`src/rtl/risc_pkg.sv`:
```
// Shared types and constants for the one-cycle RISC front end.
package risc_pkg;

   typedef enum logic [1:0] {
      IDLE = 2'd0,
      REQ  = 2'd1,
      WAIT = 2'd2,
      HOLD = 2'd3
   } fetch_state_t;

   localparam logic [31:0] NOP_INSTR = 32'h0000_0013;

endpackage

```
`src/rtl/instr_fetch_mod.sv`:
```
// Instruction fetch stage: one outstanding req/gnt/rvalid read, valid/ready hand-off to decode.
// Optional MISALIGN_TRAP_EN: misaligned PCs skip the memory read and present a flagged NOP.
//
// state | meaning
// IDLE  | settle cycle after reset, always moves to REQ
// REQ   | request held to imem until gnt; pc_i sampled on the first cycle
// WAIT  | awaiting rvalid; data discarded when a redirect occurred meanwhile
// HOLD  | instruction presented to decode until consumed or flushed
module instr_fetch_mod #(
   parameter int unsigned N         = 10,
   parameter logic [31:0] NOP_INSTR = risc_pkg::NOP_INSTR
) (
   input  logic          clk,
   input  logic          rst_n,
   input  logic [N-1:0]  pc_i,
   input  logic          flush_i,
   output logic          imem_req_o,
   output logic [N-1:0]  imem_addr_o,
   input  logic          imem_gnt_i,
   input  logic          imem_rvalid_i,
   input  logic [31:0]   imem_rdata_i,
   output logic [31:0]   instr_o,
   output logic [N-1:0]  instr_pc_o,
   output logic          instr_valid_o,
   input  logic          instr_ready_i,
   output logic          misalign_o,
   output logic          stall_o
);
   import risc_pkg::*;

   fetch_state_t r_state;
   fetch_state_t w_state_nxt;

   logic          r_first;
   logic          r_drop;
   logic          r_valid;
   logic          r_misalign;
   logic [N-1:0]  r_addr;
   logic [N-1:0]  r_instr_pc;
   logic [31:0]   r_instr;

   logic [N-1:0]  w_pc_align;
   logic          w_mis;
   logic          w_drop;

   assign w_pc_align = pc_i & ~{{(N-2){1'b0}}, 2'b11};

`ifdef MISALIGN_TRAP_EN
   assign w_mis = (r_state == REQ) && r_first && (pc_i[1:0] != 2'b00);
`else
   assign w_mis = 1'b0;
`endif

   // A redirect in the same cycle as rvalid also kills the returning word.
   assign w_drop = r_drop | flush_i;

   // The PC only settles once REQ is entered, so the first REQ cycle looks at pc_i directly.
   assign imem_addr_o   = (r_state == REQ && r_first) ? w_pc_align : r_addr;
   assign imem_req_o    = (r_state == REQ) && !w_mis;
   assign instr_o       = r_instr;
   assign instr_pc_o    = r_instr_pc;
   assign instr_valid_o = r_valid;
   assign misalign_o    = r_misalign;
   assign stall_o       = ~((r_valid & instr_ready_i) | flush_i);

   always_comb begin
      w_state_nxt = r_state;
      case (r_state)
         IDLE: w_state_nxt = REQ;
         REQ: begin
            if (w_mis)
               w_state_nxt = flush_i ? REQ : HOLD;
            else if (imem_gnt_i)
               w_state_nxt = WAIT;
         end
         WAIT: begin
            if (imem_rvalid_i)
               w_state_nxt = w_drop ? REQ : HOLD;
         end
         HOLD: begin
            if (instr_ready_i || flush_i)
               w_state_nxt = REQ;
         end
         default: w_state_nxt = IDLE;
      endcase
   end

   always_ff @(posedge clk or negedge rst_n) begin
      if (!rst_n) begin
         r_state    <= IDLE;
         r_first    <= 1'b0;
         r_drop     <= 1'b0;
         r_valid    <= 1'b0;
         r_misalign <= 1'b0;
         r_addr     <= '0;
         r_instr_pc <= '0;
         r_instr    <= NOP_INSTR;
      end else begin
         r_state <= w_state_nxt;
         r_first <= (w_state_nxt == REQ) && ((r_state != REQ) || w_mis);

         if (r_state == REQ && r_first)
            r_addr <= w_pc_align;

         case (r_state)
            REQ: begin
               // No request goes out for a trapped PC, so there is nothing to drop.
               if (flush_i && !w_mis)
                  r_drop <= 1'b1;
               if (w_mis && !flush_i) begin
                  r_valid    <= 1'b1;
                  r_instr    <= NOP_INSTR;
                  r_instr_pc <= pc_i;
                  r_misalign <= 1'b1;
               end
            end
            WAIT: begin
               if (flush_i)
                  r_drop <= 1'b1;
               if (imem_rvalid_i) begin
                  if (w_drop) begin
                     r_drop <= 1'b0;
                  end else begin
                     r_valid    <= 1'b1;
                     r_instr    <= imem_rdata_i;
                     r_instr_pc <= r_addr;
                     r_misalign <= 1'b0;
                  end
               end
            end
            HOLD: begin
               if (instr_ready_i || flush_i) begin
                  r_valid    <= 1'b0;
                  r_instr    <= NOP_INSTR;
                  r_misalign <= 1'b0;
               end
            end
            default: ;
         endcase
      end
   end

endmodule

```
`config.mk`:
```
export PLATFORM = sky130hd
export DESIGN_NAME = instr_fetch_mod
export DESIGN_NICKNAME = d
export VERILOG_FILES = /design/src/rtl/risc_pkg.sv /design/src/rtl/instr_fetch_mod.sv
export SDC_FILE = /design/constraint.sdc
export NUM_CORES = 1
export LEC_CHECK = 0
export CORE_MARGIN = 2
export CORE_UTILIZATION = 45
export DETAILED_ROUTE_END_ITERATION = 10
export HOLD_SLACK_MARGIN = 0.02
export PLACE_DENSITY_LB_ADDON = 0.1
export SETUP_SLACK_MARGIN = 0.3
export SYNTH_ARGS = -nofsm -noshare
export SYNTH_HDL_FRONTEND = slang
export SYNTH_SLANG_ARGS = --single-unit
export TNS_END_PERCENT = 20
```
`constraint.sdc`:
```
create_clock -name clk -period 2.7 [get_ports clk]
set_clock_uncertainty 0.15 [all_clocks]
set_input_delay 0.54 -clock clk [delete_from_list [all_inputs] [get_ports clk]]
set_output_delay 0.54 -clock clk [all_outputs]
set_load 0.02 [all_outputs]
```
; ---- Word-level counts from Yosys, hierarchy flattened
; Cells that the tools add are included.
[totals]
regBits = 58
latch_bits = 0
mem_bits_rw = 0
romBits = 0
in_bits = 48
out_inout_bits = 56
word_cells = 50
mem_count = 0
[op_classes]
addsub = 0
mul = 0
div = 0
magnitude_cmp = 0
n_eq_ne = 8
shift = 0
n_mux = 21
bitwise = 5
reduce_logical = 8
[op_table]
columns = cell, count
row1 = $mux 32, 3
row2 = $pmux 32 s2, 1
row3 = $mux 10, 1
row4 = $mux 1, 8
row5 = $mux 2, 4
row6 = $pmux 2 s4, 1
row7 = $ne 2x2->1 const B, 3
row8 = $pmux 1 s2, 3
row9 = $eq 2x1->1 const B, 2
row10 = $eq 2x2->1 const B, 2
row11 = $reduce_and 4->1, 1
row12 = $reduce_bool 2->1, 2
row13 = $reduce_and 3->1, 1
row14 = $logic_and 1x1->1, 2
row15 = $logic_not 2->1, 1
row16 = $ne 2x1->1 const B, 1
row17 = $not 1->1, 2
row18 = $or 1x1->1, 2
row19 = $and 1x1->1, 1
row20 = $logic_or 1x1->1, 1

; ---- Depth between registers and ports, before layout
; Gate-level depths: netlist (run 1).
[depth]
depth_word = 6
depth_mapped = 7
ltp_nobuf = 5

; ---- Worst setup path before layout (run 1)
; No wires, ideal clock.
[synth_path]
path_type = register -> output
from = register r_state[1]
to = output imem_addr_o[2]
arrival_time_ns = 1.448
required_ns = 2.010
path_slack_ns = 0.562
stages_incl_launch_ff = 5
n_path_buf = 0
path_cell_list = dfrtp_1 -> inv_1 -> ha_1 -> nand2_1 -> mux2_2
[synth_via]
elab_chain_len = 3
[synth_rtl]
columns = element, line_no
row1 = "start, declared", instr_fetch_mod.sv:31  ; fetch_state_t r_state;
row2 = "start signal, assigned", instr_fetch_mod.sv:99  ; r_state <= w_state_nxt;
row3 = $eq 2x1->1, n/a
row4 = named net imem_req_o, instr_fetch_mod.sv:17  ; output logic imem_req_o,
row5 = $logic_and 1x1->1, instr_fetch_mod.sv:58  ; assign imem_addr_o = (r_state == REQ && r_first) ? w_pc_align : r_addr;
row6 = $mux 10, n/a
row7 = "end, declared", instr_fetch_mod.sv:18  ; output logic [N-1:0] imem_addr_o,
; The timed path passes the listed nets, and every way through them passes these cells.

==> impl_metrics.py, run 1 <==
metrics = {
    "yosys": {
        "synth_warnings": 0,
        "synth_cell_type_count": 26,
        "synthTopCellsByArea": "dfrtp_1 55%, a21o_1 9.2%, nor3b_1 8.9%",
        "synth-seq-area-share": 0.586,
        "syn_area_um2": 2440,
        "synth_top_area_share": 0.554,
        "ys_ff_latch": 57,
        "yosys.area.top_type": "dfrtp_1",
        "syn-num-nets": 261,
        "synthCells": 208,
        "synth_area_per_cell_um2": 11.7,
    },
    "timing": {
        "fmax_ghz": 0.423,
        "period_needed_ns": 2.37,
        "worst_pin_slew_ns": 0.837,
        "finalSetupViolations": 0,
        "fin_setup_tns_ns": 0,
        "setup_ws_ns": 0.333,
        "grt_setup_unrepaired": "true",
        "fin_crit_sh": 0.876,
        "slew_violations": 0,
        "slew-limit-headroom": 0.440,
        "hold_viol_final": 0,
    },
    "cts": {
        "cts_htree_levels": 3,
        "clkTransAtPathRegs_ns": 0.06,
        "cts_root_buf": "clkbuf_8",
        "clock_sinks": 57,
        "clock_path_buffers": 2,
        "cts_tree": "yes",
        "clock_latency_ns": 0.33,
        "cts_buffers": 9,
    },
    "global_route": {
        "track_usage": 0.193,
        "grt_max_degree": 39,
        "grt_pass1_vias": 1909,
        "grt-ovfl-total": 0,
        "grt_first_pass_wirelength_mm": 8.99,
        "antenna_found_initial": 0,
    },
    "placed_design": {
        "dp_slack_ns": 0.165,
        "placed_area_um2": 3510,
        "place.gp.congestion": 0.867,
        "port_buffers": 100,
        "hpwl_mm": 3.75,
    },
    "routing": {
        "wire_per_inst_um": 14.3,
        "drtIter0Drc": 109,
        "ant_nets": 0,
        "vias": 1928,
        "drt-total-wl_mm": 5.57,
        "route.detailed.drc": 0,
        "first_pass_iters": 4,
        "via_per_inst": 4.96,
    },
    "layout": {
        "mostFrequentLayoutCell": "clkdlybuf4s50_1",
        "antenna_cells": 0,
        "finalNetCount": 367,
        "area_growth_pct": 51.4,
        "drive_gt1_frac": 0.147,
        "mostFrequentLayoutCells": "87 x clkdlybuf4s50_1, 54 x dfrtp_1, 31 x nand2_1, 30 x a21o_1, 29 x nor3b_1",
        "post-route-cell-area_um2": 3690,
    },
    "setup_path": {
        "crit_required_ns": 2.01,
        "startpoint_type": "flip-flop",
        "end_kind": "output port",
        "critPathKind": "flip-flop to output port",
        "crit_fanout": 5,
        "crit_arrival_ns": 1.68,
    },
    "die": {
        "fp.dieH_um": 77.6,
        "pin_count": 104,
        "row_count": 26,
        "coreArea_um2": 5170,
        "die_area_um2": 6030,
        "dieWidth_um": 77.6,
        "initial_utilization": 0.472,
    },
    "pwr": {
        "p_per_area_nw_per_um2": 824,
        "peakVddDrop_v": 0.000640,
        "leakage_nw": 1.95,
        "total_power_mw": 3.05,
    },
    "run": {
        "max_cap_violations": 0,
    },
    "hold_path": {
        "hold_class": "input port to asynchronous set/reset pin",
    },
    "run_status": {
        "status": "complete, no violations",
    },
}
[sequential cells by signal (all words and copies together) (netlist names)]
| signal | cells |
|---|---|
| instr_o | 32 |
| instr_pc_o | 10 |
| instr_valid_o | 1 |
| r_addr | 10 |
| r_drop | 1 |
| r_first | 1 |
| r_state | 2 |
[stage by stage]
stage,hold slack [ns],utilization,cells
3_5_place_dp,0.295,0.678,370
6_report,0.123,0.714,389
4_1_cts,0.145,0.718,388
2_1_floorplan,0.0944,-,208
5_1_grt,0.180,0.714,389
3_3_place_gp,0.292,0.678,370
[logic make-up (layout without fill, tap and decap cells)]
group	count (synthesis)	in the layout	share of synthesized area
and+or+nand+nor	77	77	0.184
DFF	57	57	0.586
AOI/OAI and AO/OA	41	41	0.122
buffers and inverters	19	130	0.0446
muxes	8	8	0.0369
adders and majority gates	5	5	0.0256
other	1	1	0.00154
[area by class of cell]
type	instances	area [µm²]
Fill cell	386	1480
Sequential cell	57	1430
Timing Repair Buffer	109	1060
Multi-Input combinational cell	132	911
Clock buffer	13	149
Tap cell	70	87.6
Clock inverter	3	40.0
Inverter	5	18.8
[synthesized netlist by cell type]
library cell	instances
or3b_4	1
ha_1	5
dfstp_2	3
nor3_1	3
a21o_1	30
a221oi_1	1
inv_1	5
dfrtp_1	54
and2_1	4
nor3b_1	29
nand4b_1	1
o21ai_4	1
nand2b_1	1
mux2_2	8
nor2b_1	2
nand2_1	32
clkbuf_1	3
nand4bb_1	1
o22ai_1	1
and4bb_1	1
nor2_1	2
buf_2	6
a21oi_1	8
conb_1	1
buf_4	2
buf_6	3
[what timing repair did]
action | CTS | global route
pin swaps | 0 | 1
buffers inserted | 2 | 0
hold buffers | 0 | 0
endpoints found under the setup margin | 12 | 11
resized for setup | 29 | 14
cloned | 0 | 1
[path summary, 6_finish.rpt]
path / from / endpoint / slack, ns / cells after the start
hold reg to reg: instr_o[4] / instr_o[4] / 0.31 / 2
setup / recovery: r_state[1] / imem_addr_o[1] / 0.33 / 6
min in group clk: instr_o[4] / instr_o[4] / 0.31 / 2
hold / removal: rst_n / instr_o[28] / 0.12 / 1
setup reg to reg: r_state[0] / instr_o[21] / 0.48 / 6
max in group asynchronous: rst_n / r_addr[9] / 1.68 / 2
[worst max-delay path, stage by stage (launching register included)]
cell           delay (ns)
dfrtp_1              0.38
inv_1                0.08
ha_2                 0.19
nand2_2              0.08
buf_6                0.13
and2_1               0.16
dlygate4sd2_1        0.33
[per-layer routing]
| layer | track usage | part of all wire | wire (µm) | vias to the layer above |
|---|---|---|---|---|
| li1 | - | - | - | 918 |
| met1 | 0.238 | 0.42 | 2350 | 937 |
| met2 | 0.313 | 0.49 | 2710 | 66 |
| met3 | 0.0512 | 0.078 | 435 | 7 |
| met4 | 0.0964 | 0.013 | 73 | 0 |
| met5 | 0 | 0 | 0 | - |
[power by group]
part / internal, mW / total (mW) / switching, mW / leakage, nW
clock network: 0.449 / 0.767 / 0.318 / 0.0974
registers: 1.04 / 1.13 / 0.0901 / 0.757
logic: 0.539 / 1.15 / 0.610 / 1.09
Power figures use the tool's default switching activity.
==> run 2, diff against run 1 <==
--- a/config.mk
+++ b/config.mk
@@ -6,11 +6,12 @@
 export NUM_CORES = 1
 export LEC_CHECK = 0
 export CORE_MARGIN = 2
-export CORE_UTILIZATION = 45
+export CORE_UTILIZATION = 38
 export DETAILED_ROUTE_END_ITERATION = 10
 export HOLD_SLACK_MARGIN = 0.02
 export PLACE_DENSITY_LB_ADDON = 0.1
 export SETUP_SLACK_MARGIN = 0.3
+export SLEW_MARGIN = 20
 export SYNTH_ARGS = -nofsm -noshare
 export SYNTH_HDL_FRONTEND = slang
 export SYNTH_SLANG_ARGS = --single-unit
==> constraint.sdc (replaced) <==
create_clock -name clk -period 2.1 [get_ports clk]
set_clock_uncertainty 0.15 [all_clocks]
set_input_delay 0.42 -clock clk [delete_from_list [all_inputs] [get_ports clk]]
set_output_delay 0.42 -clock clk [all_outputs]
set_load 0.02 [all_outputs]
==> run 2 against run 1 <==
Sequential share of layout area fell by 3.8 points. Sequential power grew 29%. Worst setup slack worse by 0.32 ns. Flip-flop and latch count did not move. Register-to-register slack worse by 0.27 ns. Power grew 33%. Combinational power rose by 49%. Clock-buffer cell count did not move.
==> impl_metrics.py, run 2 (synthesis gave the netlist of run 1 again) <==
metrics = {
    "run_status": {
        "status": "complete, no violations",
    },
    "timing": {
        "fin_crit_sh": 0.995,
        "slew-limit-headroom": 0.653,
        "setup_ws_ns": 0.0100,
        "period_needed_ns": 2.09,
        "slew_violations": 0,
        "hold_viol_final": 0,
        "grt_setup_unrepaired": "true",
        "worst_pin_slew_ns": 0.521,
        "finalSetupViolations": 0,
        "fmax_ghz": 0.478,
    },
    "pwr": {
        "combPwrFrac": 0.420,
        "p_switching_mw": 1.45,
        "peakVddDrop_v": 0.000728,
        "switching_share": 0.356,
        "p_int_mw": 2.61,
        "leakage_nw": 2.29,
        "p_clk_frac": 0.220,
        "power.share.sequential": 0.360,
        "p_per_area_nw_per_um2": 991,
    },
    "cts": {
        "clock_path_buffers": 2,
        "cts_buffers": 9,
        "clock_latency_ns": 0.32,
        "cts_root_buf": "clkbuf_8",
        "clock_sinks": 57,
        "cts_tree": "yes",
        "clkTransAtPathRegs_ns": 0.06,
        "cts_htree_levels": 3,
    },
    "placed_design": {
        "hpwl_mm": 4.01,
        "dp_slack_ns": -0.146,
        "place.gp.congestion": 0.764,
        "placed_area_um2": 3610,
        "port_buffers": 100,
    },
    "routing": {
        "vias": 1999,
        "route.detailed.drc": 0,
        "drtIter0Drc": 65,
        "wire_per_inst_um": 14.4,
        "via_per_inst": 4.85,
        "drt-total-wl_mm": 5.93,
        "first_pass_iters": 4,
        "ant_nets": 0,
    },
    "layout": {
        "post-route-cell-area_um2": 4100,
        "largest_reg_flops": 32,
        "finalNetCount": 383,
        "mostFrequentLayoutCells": "54 x dfrtp_1, 44 x clkdlybuf4s50_1, 41 x dlygate4sd2_1, 31 x nand2_1, 30 x a21o_1",
        "area_growth_pct": 68.0,
        "mostFrequentLayoutCell": "dfrtp_1",
        "drive_gt1_frac": 0.316,
        "antenna_cells": 0,
    },
    "setup_path": {
        "crit_arrival_ns": 1.52,
        "r2r_start": "r_state[0]",
        "rr_worst_depth": 8,
        "startpoint_type": "flip-flop",
        "ff2ff_setup_slack_ns": 0.21,
        "crit_required_ns": 1.53,
        "crit_fanout": 9,
        "crit_start": "r_state[0]",
        "timing.rr.end": "instr_o[26]",
        "end_kind": "output port",
        "endpoint": "imem_addr_o[8]",
        "critPathKind": "flip-flop to output port",
    },
    "global_route": {
        "grt_first_pass_wirelength_mm": 9.50,
        "grt_max_degree": 31,
        "grt_pass1_vias": 1975,
        "grt-ovfl-total": 0,
        "track_usage": 0.174,
        "antenna_found_initial": 0,
    },
    "run": {
        "max_cap_violations": 0,
    },
    "die": {
        "dieWidth_um": 84.1,
        "row_count": 29,
        "initial_utilization": 0.389,
        "pin_count": 104,
        "coreArea_um2": 6280,
        "fp.dieH_um": 84.1,
        "die_area_um2": 7080,
    },
    "hold_path": {
        "min-delay-start": "instr_o[0]",
        "hold_class": "flip-flop to flip-flop",
        "min_path_cells": 2,
    },
}
==> run 2: cell types whose count changed in the layout (fill, tap and decap cells not counted), sizes merged <==
cell,before,now
dlygate4sd2,3,41
dlygate4sd3,0,1
buf,18,35
dlymetal6s2s,1,0
clkdlybuf4s15,0,2
clkbuf,13,15
clkinv,2,3
clkdlybuf4s50,87,44
bufinv,1,0
==> run 2: layer usage <==
| metal | up-vias | GRT usage | wire, µm | part of all wire |
|---|---|---|---|---|
| met1 | 957 | 0.216 | 2530 | 0.43 |
| met2 | 76 | 0.261 | 2750 | 0.46 |
| met5 | - | 0 | 0 | 0 |
| li1 | 955 | - | - | - |
| met4 | 0 | 0.0733 | 108 | 0.018 |
| met3 | 11 | 0.0836 | 550 | 0.093 |
==> run 2: how the worst min path moves through the flow <==
| stage | slack [ns] | to |
|---|---|---|
| after global routing | 0.32 | instr_o[4] |
| after floorplan | -0.03 | instr_o[10] |
| after detailed placement | 0.26 | instr_pc_o[5] |
| after CTS | 0.31 | instr_o[0] |
| final | 0.31 | instr_o[0] |
| after global placement | 0.27 | instr_pc_o[5] |
==> run 2: what timing repair did <==
item,in CTS,in global routing
hold buffers,1,0
gates resized for setup,136,31
gates cloned,2,0
buffers inserted,5,0
endpoints found under the setup margin,89,58
pin swaps,3,10
endpoints found under the hold margin,15,0
==> run 2: critical path, cell delays in order (launching register included) <==
cell and delay, ns:
dfrtp_1 0.40, ha_4 0.19, nand2_8 0.09, mux2_2 0.35, buf_2 0.16
==> run 2: power by group through the flow <==
stage	clock network [mW]	logic (mW)	registers (mW)
global placement	0	1.61	1.47
floorplan	0	0.723	1.62
CTS	0.926	1.63	1.46
global route	0.982	1.83	1.49
finish	0.894	1.71	1.46
detailed placement	0	1.62	1.47
==> run 2: area by class of cell <==
cell class	count	area, µm²
Fill cell	526	2180
Clock inverter	3	15.0
Sequential cell	57	1430
Clock buffer	13	159
Inverter	5	18.8
Tap cell	77	96.3
Timing Repair Buffer	125	1200
Multi-Input combinational cell	132	1170
==> run 2: per-stage QoR <==
step | cells | hold WS, ns | util | TNS (ns) | power, mW
final | 412 | 0.311 | 0.653 | 0 | 4.06
after global routing | 412 | 0.323 | 0.653 | -0.342 | 4.30
after CTS | 412 | 0.311 | 0.633 | -0.0824 | 4.02
after detailed placement | 388 | 0.261 | 0.576 | -2.12 | 3.09
after global placement | 388 | 0.269 | 0.576 | -1.67 | 3.08
after floorplan | 208 | -0.0256 | - | 0 | 2.34
==> run 3, diff against run 2 <==
--- a/config.mk
+++ b/config.mk
@@ -5,10 +5,12 @@
 export SDC_FILE = /design/constraint.sdc
 export NUM_CORES = 1
 export LEC_CHECK = 0
+export CORE_ASPECT_RATIO = 0.7
 export CORE_MARGIN = 2
 export CORE_UTILIZATION = 38
 export DETAILED_ROUTE_END_ITERATION = 10
 export HOLD_SLACK_MARGIN = 0.02
+export MAX_ROUTING_LAYER = met4
 export PLACE_DENSITY_LB_ADDON = 0.1
 export SETUP_SLACK_MARGIN = 0.3
 export SLEW_MARGIN = 20
==> run 3 against run 2 <==
The run now ends with setup timing left. Power increased by 9.8%. Non-clock buffer count is 7 lower. Hold slack got worse by 0.0071 ns. Register-to-register slack gained 0.08 ns. Utilization shrank 0.60 points. Largest power group unchanged. Via count is 2.3% lower. Highest routed layer unchanged.
==> impl_metrics.py, run 3 (synthesis gave the netlist of run 1 again) <==
metrics = {
    "cts": {
        "clock_latency_ns": 0.33,
        "cts_htree_levels": 3,
        "clock_path_buffers": 2,
        "cts_root_buf": "clkbuf_8",
        "clock_sinks": 57,
        "clkTransAtPathRegs_ns": 0.06,
        "cts_buffers": 9,
        "cts_tree": "yes",
    },
    "die": {
        "initial_utilization": 0.393,
        "dieWidth_um": 99.8,
        "fp.dieH_um": 71.0,
        "die_area_um2": 7090,
        "coreArea_um2": 6220,
        "pin_count": 104,
        "row_count": 24,
    },
    "layout": {
        "antenna_cells": 0,
        "mostFrequentLayoutCells": "54 x dfrtp_1, 44 x clkdlybuf4s50_1, 43 x dlygate4sd2_1, 31 x nand2_1, 30 x a21o_1",
        "stdcell_count": 407,
        "mostFrequentLayoutCell": "dfrtp_1",
        "largest_reg_flops": 32,
        "finalNetCount": 377,
        "area_growth_pct": 64.8,
        "drive_gt1_frac": 0.267,
        "post-route-cell-area_um2": 4020,
        "post-route-util": 0.647,
    },
    "timing": {
        "slew_violations": 0,
        "fin_crit_sh": 1.00,
        "period_needed_ns": 2.11,
        "setup_ws_ns": -0.00676,
        "finalSetupViolations": 3,
        "hold_viol_final": 0,
        "fmax_ghz": 0.475,
        "grt_setup_unrepaired": "true",
        "fin_setup_tns_ns": -0.0152,
        "whs_ns": 0.303,
    },
    "setup_path": {
        "rr_worst_depth": 7,
        "ff2ff_setup_slack_ns": 0.29,
        "end_kind": "output port",
        "startpoint_type": "flip-flop",
        "crit_arrival_ns": 1.54,
        "r2r_start": "r_state[0]",
        "critPathKind": "flip-flop to output port",
        "crit_fanout": 5,
        "crit_required_ns": 1.53,
        "timing.rr.end": "r_first",
    },
    "run_status": {
        "status": "complete, but fails checks",
        "violations": "setup timing",
    },
    "pwr": {
        "total_power_mw": 4.46,
        "peakVddDrop_v": 0.000937,
        "p_per_area_nw_per_um2": 1110,
        "leakage_nw": 2.28,
    },
    "routing": {
        "met2_wirelength_mm": 2.83,
        "wire_per_inst_um": 15.0,
        "first_pass_iters": 4,
        "drt-total-wl_mm": 6.09,
        "route.detailed.drc": 0,
        "met3_length_um": 356,
        "routed.top_layer": "met4",
        "drtIter0Drc": 59,
        "vias": 1953,
        "via_per_inst": 4.80,
        "ant_nets": 0,
        "met1Wirelength_mm": 2.84,
    },
    "global_route": {
        "grt_max_degree": 45,
        "grt-ovfl-total": 0,
        "grt_pass1_vias": 1973,
        "antenna_found_initial": 0,
        "grt_first_pass_wirelength_mm": 9.87,
        "track_usage": 0.185,
    },
    "placed_design": {
        "port_buffers": 100,
        "dp_slack_ns": -0.170,
        "place.gp.congestion": 0.771,
        "placed_area_um2": 3600,
        "hpwl_mm": 3.97,
        "dp.cells": 385,
    },
    "hold_path": {
        "hold_class": "flip-flop to flip-flop",
        "min-delay-start": "r_addr[0]",
        "whs_endpoint": "instr_pc_o[0]",
        "min_path_cells": 2,
    },
    "run": {
        "max_cap_violations": 0,
    },
}
-- run 3: report_power, final --
| part | leakage [nW] | switching (mW) | total (mW) | internal, mW |
|---|---|---|---|---|
| clock | 0.113 | 0.433 | 1.13 | 0.698 |
| sequential | 0.757 | 0.138 | 1.47 | 1.33 |
| combinational | 1.41 | 0.948 | 1.86 | 0.907 |
-- run 3: layout make-up --
class	count	area [µm²]
multi-input combinational	133	1110
inverter	5	18.8
timing repair buffer	118	1140
clock inverter	5	78.8
sequential	57	1430
clock buffer	11	141
fill	533	2190
tap	78	97.6
-- run 3: how the worst max path moves through the flow --
stage / depth (start not counted) / endpoint / start / slack (ns)
4_1_cts: 5 / imem_addr_o[9] / r_state[1] / -0.01
3_5_place_dp: 4 / imem_addr_o[5] / r_state[0] / -0.17
6_report: 5 / imem_addr_o[4] / r_state[1] / -0.007
3_3_place_gp: 4 / imem_addr_o[2] / r_state[0] / -0.15
5_1_grt: 5 / imem_addr_o[4] / r_state[1] / -0.07
2_1_floorplan: 4 / imem_addr_o[2] / r_state[1] / 0.30
-- run 3: timing repair --
item                                    in CTS  in global routing
gates resized for setup                    129                 27
endpoints found under the setup margin      90                 47
hold buffers                                 1                  0
buffers inserted                             4                  0
endpoints found under the hold margin       13                  0
pin swaps                                    2                  2
cloned                                       1                  0
-- run 3: metal layers --
| metal | track usage | vias up |
|---|---|---|
| li1 | - | 947 |
| met3 | 0.0662 | 4 |
| met5 | - | - |
| met1 | 0.246 | 943 |
| met4 | 0.0365 | 0 |
| met2 | 0.277 | 59 |
-- run 3: critical path, stage by stage, from the launching register on --
cell and delay, ns:
dfrtp_1 0.39, inv_2 0.08, ha_4 0.19, nand2_4 0.09, mux2_4 0.32, buf_6 0.13
